--- src/rtl/pulse_period_meter_if.sv ---
// rtl/pulse_period_meter_if.sv - signal-under-test input and measurement results of pulse_period_meter
//
// Signals:
//   sig_in      square wave under measurement (asynchronous to clk)
//   period      clocks between the last two rising edges
//   high_time   clocks the signal was high within that period
//   meas_valid  one-cycle strobe, period/high_time just updated
//   overrange   sticky, a period reached counter saturation
//   no_signal   timeout flag (only active with PULSE_METER_TIMEOUT_EN)
// Modports:
//   master  host side: drives sig_in, reads results
//   slave   meter side: reads sig_in, drives results
interface pulse_period_meter_if #(
  parameter int CW = 16
);
  logic          sig_in;
  logic [CW-1:0] period;
  logic [CW-1:0] high_time;
  logic          meas_valid;
  logic          overrange;
  logic          no_signal;

  modport master (
    output sig_in,
    input  period, high_time, meas_valid, overrange, no_signal
  );

  modport slave (
    input  sig_in,
    output period, high_time, meas_valid, overrange, no_signal
  );
endinterface

--- src/rtl/pulse_period_meter.sv ---
// rtl/pulse_period_meter.sv - measures period and high time of an async square wave in clocks
//
// Synchronises sig_in, detects rising edges and reports, once per input cycle, the number of
// clocks between the last two rising edges and how many of those clocks the signal was high.
// Periods that reach 2^CW-1 clocks are discarded and flagged as overrange.
//
// Ports:
//   clk   in  system clock, rising edge
//   rst   in  asynchronous active-high reset
//   mif   pulse_period_meter_if.slave (sig_in in; period, high_time, meas_valid,
//         overrange, no_signal out)
// Parameters:
//   CW           counter/output width
//   SYNC_STAGES  synchroniser depth on sig_in (>= 2)
// Configuration macro:
//   PULSE_METER_TIMEOUT_EN  when defined, no_signal is set on saturation and cleared by the
//                           next measurement; otherwise no_signal is tied low.
module pulse_period_meter #(
  parameter int CW          = 16,
  parameter int SYNC_STAGES = 2
) (
  input  logic                 clk,
  input  logic                 rst,
  pulse_period_meter_if.slave  mif
);

  localparam logic [CW-1:0] CNT_MAX = {CW{1'b1}};
  localparam logic [CW-1:0] CNT_ONE = CW'(1);

  typedef enum logic {ARM, MEAS} state_t;

  logic [SYNC_STAGES-1:0] sync_q;
  logic                   s_dly_q;
  state_t                 state_q;
  logic [CW-1:0]          cnt_q;
  logic [CW-1:0]          hcnt_q;
  logic [CW-1:0]          period_q;
  logic [CW-1:0]          high_q;
  logic                   valid_q;
  logic                   ovr_q;

  logic s_d;
  logic rise_d;

  always_comb begin
    s_d    = sync_q[SYNC_STAGES-1];
    rise_d = s_d & ~s_dly_q;
  end

  always_ff @(posedge clk or posedge rst) begin
    if (rst) begin
      sync_q   <= '0;
      s_dly_q  <= 1'b0;
      state_q  <= ARM;
      cnt_q    <= '0;
      hcnt_q   <= '0;
      period_q <= '0;
      high_q   <= '0;
      valid_q  <= 1'b0;
      ovr_q    <= 1'b0;
    end else begin
      sync_q  <= {sync_q[SYNC_STAGES-2:0], mif.sig_in};
      s_dly_q <= s_d;
      valid_q <= 1'b0;
      case (state_q)
        ARM: begin
          cnt_q  <= '0;
          hcnt_q <= '0;
          // The arming edge only starts a measurement; there is no earlier edge to pair it with.
          if (rise_d) begin
            cnt_q   <= CNT_ONE;
            hcnt_q  <= CNT_ONE;
            state_q <= MEAS;
          end
        end
        MEAS: begin
          // Saturation is tested before the edge so a rise landing on the saturated count is
          // treated as part of a too-long period and discarded.
          if (cnt_q == CNT_MAX) begin
            ovr_q   <= 1'b1;
            cnt_q   <= '0;
            hcnt_q  <= '0;
            state_q <= ARM;
          end else if (rise_d) begin
            period_q <= cnt_q;
            high_q   <= hcnt_q;
            valid_q  <= 1'b1;
            ovr_q    <= 1'b0;
            // The rise cycle itself is the first (high) clock of the next period.
            cnt_q    <= CNT_ONE;
            hcnt_q   <= CNT_ONE;
          end else begin
            cnt_q <= cnt_q + CNT_ONE;
            if (s_d && (hcnt_q != CNT_MAX)) begin
              hcnt_q <= hcnt_q + CNT_ONE;
            end
          end
        end
        default: state_q <= ARM;
      endcase
    end
  end

  assign mif.period     = period_q;
  assign mif.high_time  = high_q;
  assign mif.meas_valid = valid_q;
  assign mif.overrange  = ovr_q;

`ifdef PULSE_METER_TIMEOUT_EN
  logic nosig_q;

  always_ff @(posedge clk or posedge rst) begin
    if (rst) begin
      nosig_q <= 1'b0;
    end else if ((state_q == MEAS) && (cnt_q == CNT_MAX)) begin
      nosig_q <= 1'b1;
    end else if ((state_q == MEAS) && rise_d) begin
      nosig_q <= 1'b0;
    end
  end

  assign mif.no_signal = nosig_q;
`else
  assign mif.no_signal = 1'b0;
`endif

endmodule

--- src/flat_wrapper.sv ---
// flat-port wrapper written by rule: the top's interface ports become plain ports
module pulse_period_meter_flat 
#(
  parameter int CW          = 16,
  parameter int SYNC_STAGES = 2
)
  (clk, rst, mif_sig_in, mif_period, mif_high_time, mif_meas_valid, mif_overrange, mif_no_signal);
  pulse_period_meter_if #(.CW(CW)) mif_i ();
  input  logic clk;
  input  logic rst;
  input wire logic [$bits(mif_i.sig_in)-1:0] mif_sig_in;
  output wire logic [$bits(mif_i.period)-1:0] mif_period;
  output wire logic [$bits(mif_i.high_time)-1:0] mif_high_time;
  output wire logic [$bits(mif_i.meas_valid)-1:0] mif_meas_valid;
  output wire logic [$bits(mif_i.overrange)-1:0] mif_overrange;
  output wire logic [$bits(mif_i.no_signal)-1:0] mif_no_signal;
  assign mif_i.sig_in = mif_sig_in;
  assign mif_period = mif_i.period;
  assign mif_high_time = mif_i.high_time;
  assign mif_meas_valid = mif_i.meas_valid;
  assign mif_overrange = mif_i.overrange;
  assign mif_no_signal = mif_i.no_signal;
  pulse_period_meter #(.CW(CW), .SYNC_STAGES(SYNC_STAGES)) u_core (.clk(clk), .rst(rst), .mif(mif_i));
endmodule
--- config.mk ---
export PLATFORM = sky130hd
export DESIGN_NAME = pulse_period_meter_flat
export DESIGN_NICKNAME = d
export VERILOG_FILES = /design/src/rtl/pulse_period_meter_if.sv /design/src/rtl/pulse_period_meter.sv /design/src/flat_wrapper.sv
export SDC_FILE = /design/constraint.sdc
export NUM_CORES = 1
export LEC_CHECK = 0
export CAP_MARGIN = 25
export CORE_MARGIN = 2
export CORE_UTILIZATION = 57
export CTS_BUF_LIST = sky130_fd_sc_hd__clkbuf_2 sky130_fd_sc_hd__clkbuf_4 sky130_fd_sc_hd__clkbuf_8
export DETAILED_ROUTE_END_ITERATION = 7
export PLACE_DENSITY = 0.81
export SETUP_SLACK_MARGIN = 0.4
export SYNTH_ARGS = -nofsm -noshare
export SYNTH_HDL_FRONTEND = slang
export SYNTH_SLANG_ARGS = --single-unit
--- constraint.sdc ---
create_clock -name clk -period 2.75 [get_ports clk]
set_input_delay 0.55 -clock clk [delete_from_list [all_inputs] [get_ports clk]]
set_output_delay 0.55 -clock clk [all_outputs]
set_load 0.02 [all_outputs]
After elaboration in Yosys (flattened, before gate mapping). Index checks and enable logic that the tools add are counted. Widths: inputs -> output; s select.

Register bits after elaboration: 70. Input bits: 3. Output and inout port bits: 35. Word-level logic and storage cells: 37.

Reductions and logical operators: 4. Multiplexer cells: 15. Bitwise gates (word level): 4. Equal/unequal tests: 3. $add $sub $neg: 2.

Operator list (count): $mux 16 (5); $pmux 16 s2 (2); $add 16x1->16 const B (2); $eq 16x16->1 const B (1); $ne 16x16->1 const B (1); $mux 1 (7); $ne 4x4->1 const B (1); $not 1->1 (3); $reduce_and 3->1 (1); $pmux 1 s2 (1); $reduce_and 2->1 (1); $reduce_bool 2->1 (1); $and 1x1->1 (1); $logic_and 1x1->1 (1).

Depth between registers and ports, before layout.
Word-level depth: 6. Gate-level depth with buffers: 7. Mapped depth without buffers: 5.

Worst setup path after synthesis. Ideal clock, no wire load.

Kind: reg2reg. From: register u_core.cnt_q[0]. To: register u_core.high_q[0], in the netlist u_core.mif.high_time[0]. Data required time: 2.625 ns. Cell stages (with the launch flop): 7. Path buffers: 1. Setup time: 0.125 ns. Period minus slack after synthesis: 1.847 ns. Path slack: 0.903 ns. Arrival: 1.722 ns. Cell sequence: dfrtp_1 > ha_1 > nand3_2 > nor4_4 > nor2_2 > buf_6 > mux2_4.

Word-level cells in the longest chain between the ends: 3.

RTL lines: from (decl) (RTL line pulse_period_meter.sv:35) `logic [CW-1:0] cnt_q;`; from (signal assigned) (RTL line pulse_period_meter.sv:93) `cnt_q <= cnt_q + CNT_ONE;`; $eq 16x16->1 (RTL line pulse_period_meter.sv:79) `if (cnt_q == CNT_MAX) begin`; $not 1->1 (no line); $reduce_and 3->1 (no line); to (signal assigned) (RTL line pulse_period_meter.sv:86) `high_q <= hcnt_q;`; to (decl) (RTL line pulse_period_meter.sv:38) `logic [CW-1:0] high_q;`.

Every way passes these cells. A chain may end at the register's enable or synchronous reset.

Worst setup path in the final report.
From: register u_core.cnt_q[1]. To: register u_core.high_q[4], in the netlist u_core.mif.high_time[4].

Same word-level chain as after synthesis.

==> out/metrics.csv <==
metric,value,unit
H-tree lvl count,3,
Pwr Density,681,nW/um^2
Setup-failing EPs final,0,
RSZ-0062 raised after global routing,false,
syn nets,261,
Setup WS pre-CTS,0.631,ns
worst reg-to-reg path cell count,6,
Reg-to-Reg Start,u_core.cnt_q[1]$_DFF_PP0_,
fillcell total,370,
Worst slew margin,0.616,
family with the most delay on the worst path,simple AND/OR/NAND/NOR gates,
area of the multi-input gates,1340,um^2
setup_tns,0,ns
register area,1750,um^2
WL/cell,16.4,um
Final Critical Period,2.12,ns
initial antenna violation count,0,
FMAX,472,MHz
Synth Instances,256,
post-CTS resize count,0,
WHS,0.351,ns
vias in the first global route,2094,
clk slew on worst S/H paths,0.08,ns
hold path startpoint,u_core.sync_q[0]$_DFF_PP0_,
clk_lat worst skew,0.35,ns
Yosys reg bits,70,
Max Cap Violations,0,
Chip Width,78.6,um
CP max stage cell,nor4_4,
Clock Sinks,70,
placed inst area,3620,um^2
crit-path max FO,18,
YS warnings,0,
total routed wirelength,6.21,mm
GRT Util Overall,0.221,
"Seq/Total Area, Yosys",0.552,
Buf/Inv on CP,1,
TritonCTS Buffers,9,
Final Hold Viols,0,
measured slew at the worst slew-check pin,0.572,ns
Port Buf Inserts,36,
die area,6180,um^2
Residual DRC,0,
dpl hpwl,3.91,mm
Startpoint Class,flop,
Pre-Repair DR Iteration Count,4,
share of cells above drive strength 1,0.199,
CP Cell Sequence,ha_1 > nand3_2 > nor4_4 > nor2_4 > buf_4 > mux2_4,
Initial Utilization,0.584,
post-route cell area,3870,um^2
Crit. path cell count,6,
Die Height,78.6,um
Worst EP arrival,2.35,ns
first-pass GRT wire length,10.5,mm
CTS tree,yes,
Slew Limit Fails,0,
Core ar.,5440,um^2
CP peak stage delay,0.46,ns
post-route ant nets,0,
Yosys cell types,41,
Diodes inserted,0,
I/O pin total,38,
worst setup path start,u_core.cnt_q[1]$_DFF_PP0_,
Avg Inst Size Synth,12.4,um^2
clk root buf,clkbuf_8,
VDD IR max,660,uV
WHS Path Cells,0,
kind of end point of the critical path,flop,
Required @ worst endpoint,2.98,ns
largest net degree at the start of global routing,71,
number of DRC markers in iteration 0,193,
vias per inst,5.77,
synth-to-layout area growth,22.0,%
std cell rows,27,
clock skew,0.00626,ns
gp weighted congestion,0.802,
status,completed,
DR vias,2186,
fin nets,307,
buffer depth of the longest clock path,2,
Leak,1.71,nW
final worst setup slack,0.629,ns
critical path type,reg2reg,
mapped cell area,3170,um^2
"Remaining Overflow, GRT",0,
fin crit share,0.771,
Hold Path Class,reg2reg,
## flip-flops by register name, summed over array words and instances, names as in the netlist
name	cells
u_core.cnt_q	16
u_core.hcnt_q	16
u_core.mif.high_time	16
u_core.mif.meas_valid	1
u_core.mif.overrange	1
u_core.mif.period	16
u_core.s_dly_q	1
u_core.state_q	1
u_core.sync_q	2
## power breakdown
part	leakage, nW	total, mW	switching, mW	internal (mW)
Sequential	0.941	1.23	0.106	1.13
Combinational	0.648	0.419	0.199	0.220
Clock	0.119	0.984	0.387	0.597
Total	1.71	2.63	0.692	1.94
## stage by stage
stage          power, mW  cells  utilization
3_5_place_dp        1.66    361        0.666
5_1_grt             2.74    379        0.712
6_report            2.63    379        0.712
4_1_cts             2.65    377        0.709
2_1_floorplan       1.49    256            -
3_3_place_gp        1.64    361        0.666
## layer usage
layer	up-vias	track usage	wire, um
li1	1019	-	-
met1	1083	0.298	2790
met2	72	0.350	3060
met3	12	0.0437	251
met4	0	0.0930	104
met5	-	0	0
## cells in the mapped netlist (all sizes together)
library cell,number,area share
o41ai,2,0.0079
nor2b,1,0.0020
mux2,31,0.14
and4,5,0.014
nand3b,2,0.0047
xor2,6,0.017
a21boi,1,0.0024
nand2,11,0.013
o31ai,5,0.012
or4b,1,0.0032
a31oi,1,0.0020
nor3,6,0.0095
mux2i,2,0.0063
ha,2,0.0079
dfrtp,70,0.55
o2111ai,1,0.0028
a22o,1,0.0028
o22a,1,0.0028
a21oi,15,0.024
and3,1,0.0020
or4,5,0.012
buf,8,0.020
nand3,10,0.017
nand4,11,0.024
or3,6,0.012
nor4,3,0.011
o21ai,6,0.0095
nand2b,1,0.0020
xnor2,9,0.025
clkbuf,1,0.0012
conb,1,0.0012
nor2,24,0.029
inv,6,0.0071
## final timing paths
kind / to / slack, ns
worst max-delay path: u_core.mif.high_time[4]$_DFFE_PP0P_ / 0.63
worst min-delay path: u_core.sync_q[1]$_DFF_PP0_ / 0.35
worst max register to register: u_core.mif.high_time[4]$_DFFE_PP0P_ / 0.63
worst min register to register: u_core.sync_q[1]$_DFF_PP0_ / 0.35
max in group asynchronous: u_core.mif.high_time[4]$_DFFE_PP0P_ / 1.86
min in group asynchronous: u_core.hcnt_q[1]$_DFFE_PP0P_ / 0.58
## layout by cell type, fill, tap and decap left out, types with 2 or more instances in the layout
cell	instances
dfrtp_1	70
clkdlybuf4s50_1	36
mux2_4	28
nor2_1	23
a21oi_1	15
nand2_1	11
nand4_1	10
nand3_1	9
xnor2_1	9
clkbuf_8	9
buf_4	7
xor2_1	6
o21ai_0	6
or3_1	6
nor3_1	6
inv_1	5
and4_1	5
o31ai_1	5
or4_1	5
mux2_2	3
bufinv_16	3
clkinv_2	3
nand3b_1	2
mux2i_1	2
nor4_1	2
ha_1	2
## cells by family after synthesis
| kind of cell | count (synthesis) | synth area share |
|---|---|---|
| flops | 70 | 0.552 |
| mux | 33 | 0.149 |
| xor+xnor | 15 | 0.0414 |
| fa+ha+maj | 2 | 0.00788 |
| compound gates | 33 | 0.0654 |
| other cells | 1 | 0.00118 |
| buf+inv | 15 | 0.0284 |
| simple gates | 87 | 0.155 |
## area by class of cell
| type | count | area share |
|---|---|---|
| Multi-Input combinational cell | 171 | 0.346 |
| Inverter | 6 | 0.00582 |
| Timing Repair Buffer | 44 | 0.112 |
| Tap cell | 72 | 0.0233 |
| Clock buffer | 9 | 0.0320 |
| Clock inverter | 7 | 0.0291 |
| Sequential cell | 70 | 0.452 |
## repair_timing
action                                  in CTS  in global routing
hold buffers                                 0                  0
endpoints found under the setup margin       0                  1
buffers inserted                             0                  2
Note: power is estimated with default switching activity, not from simulation.
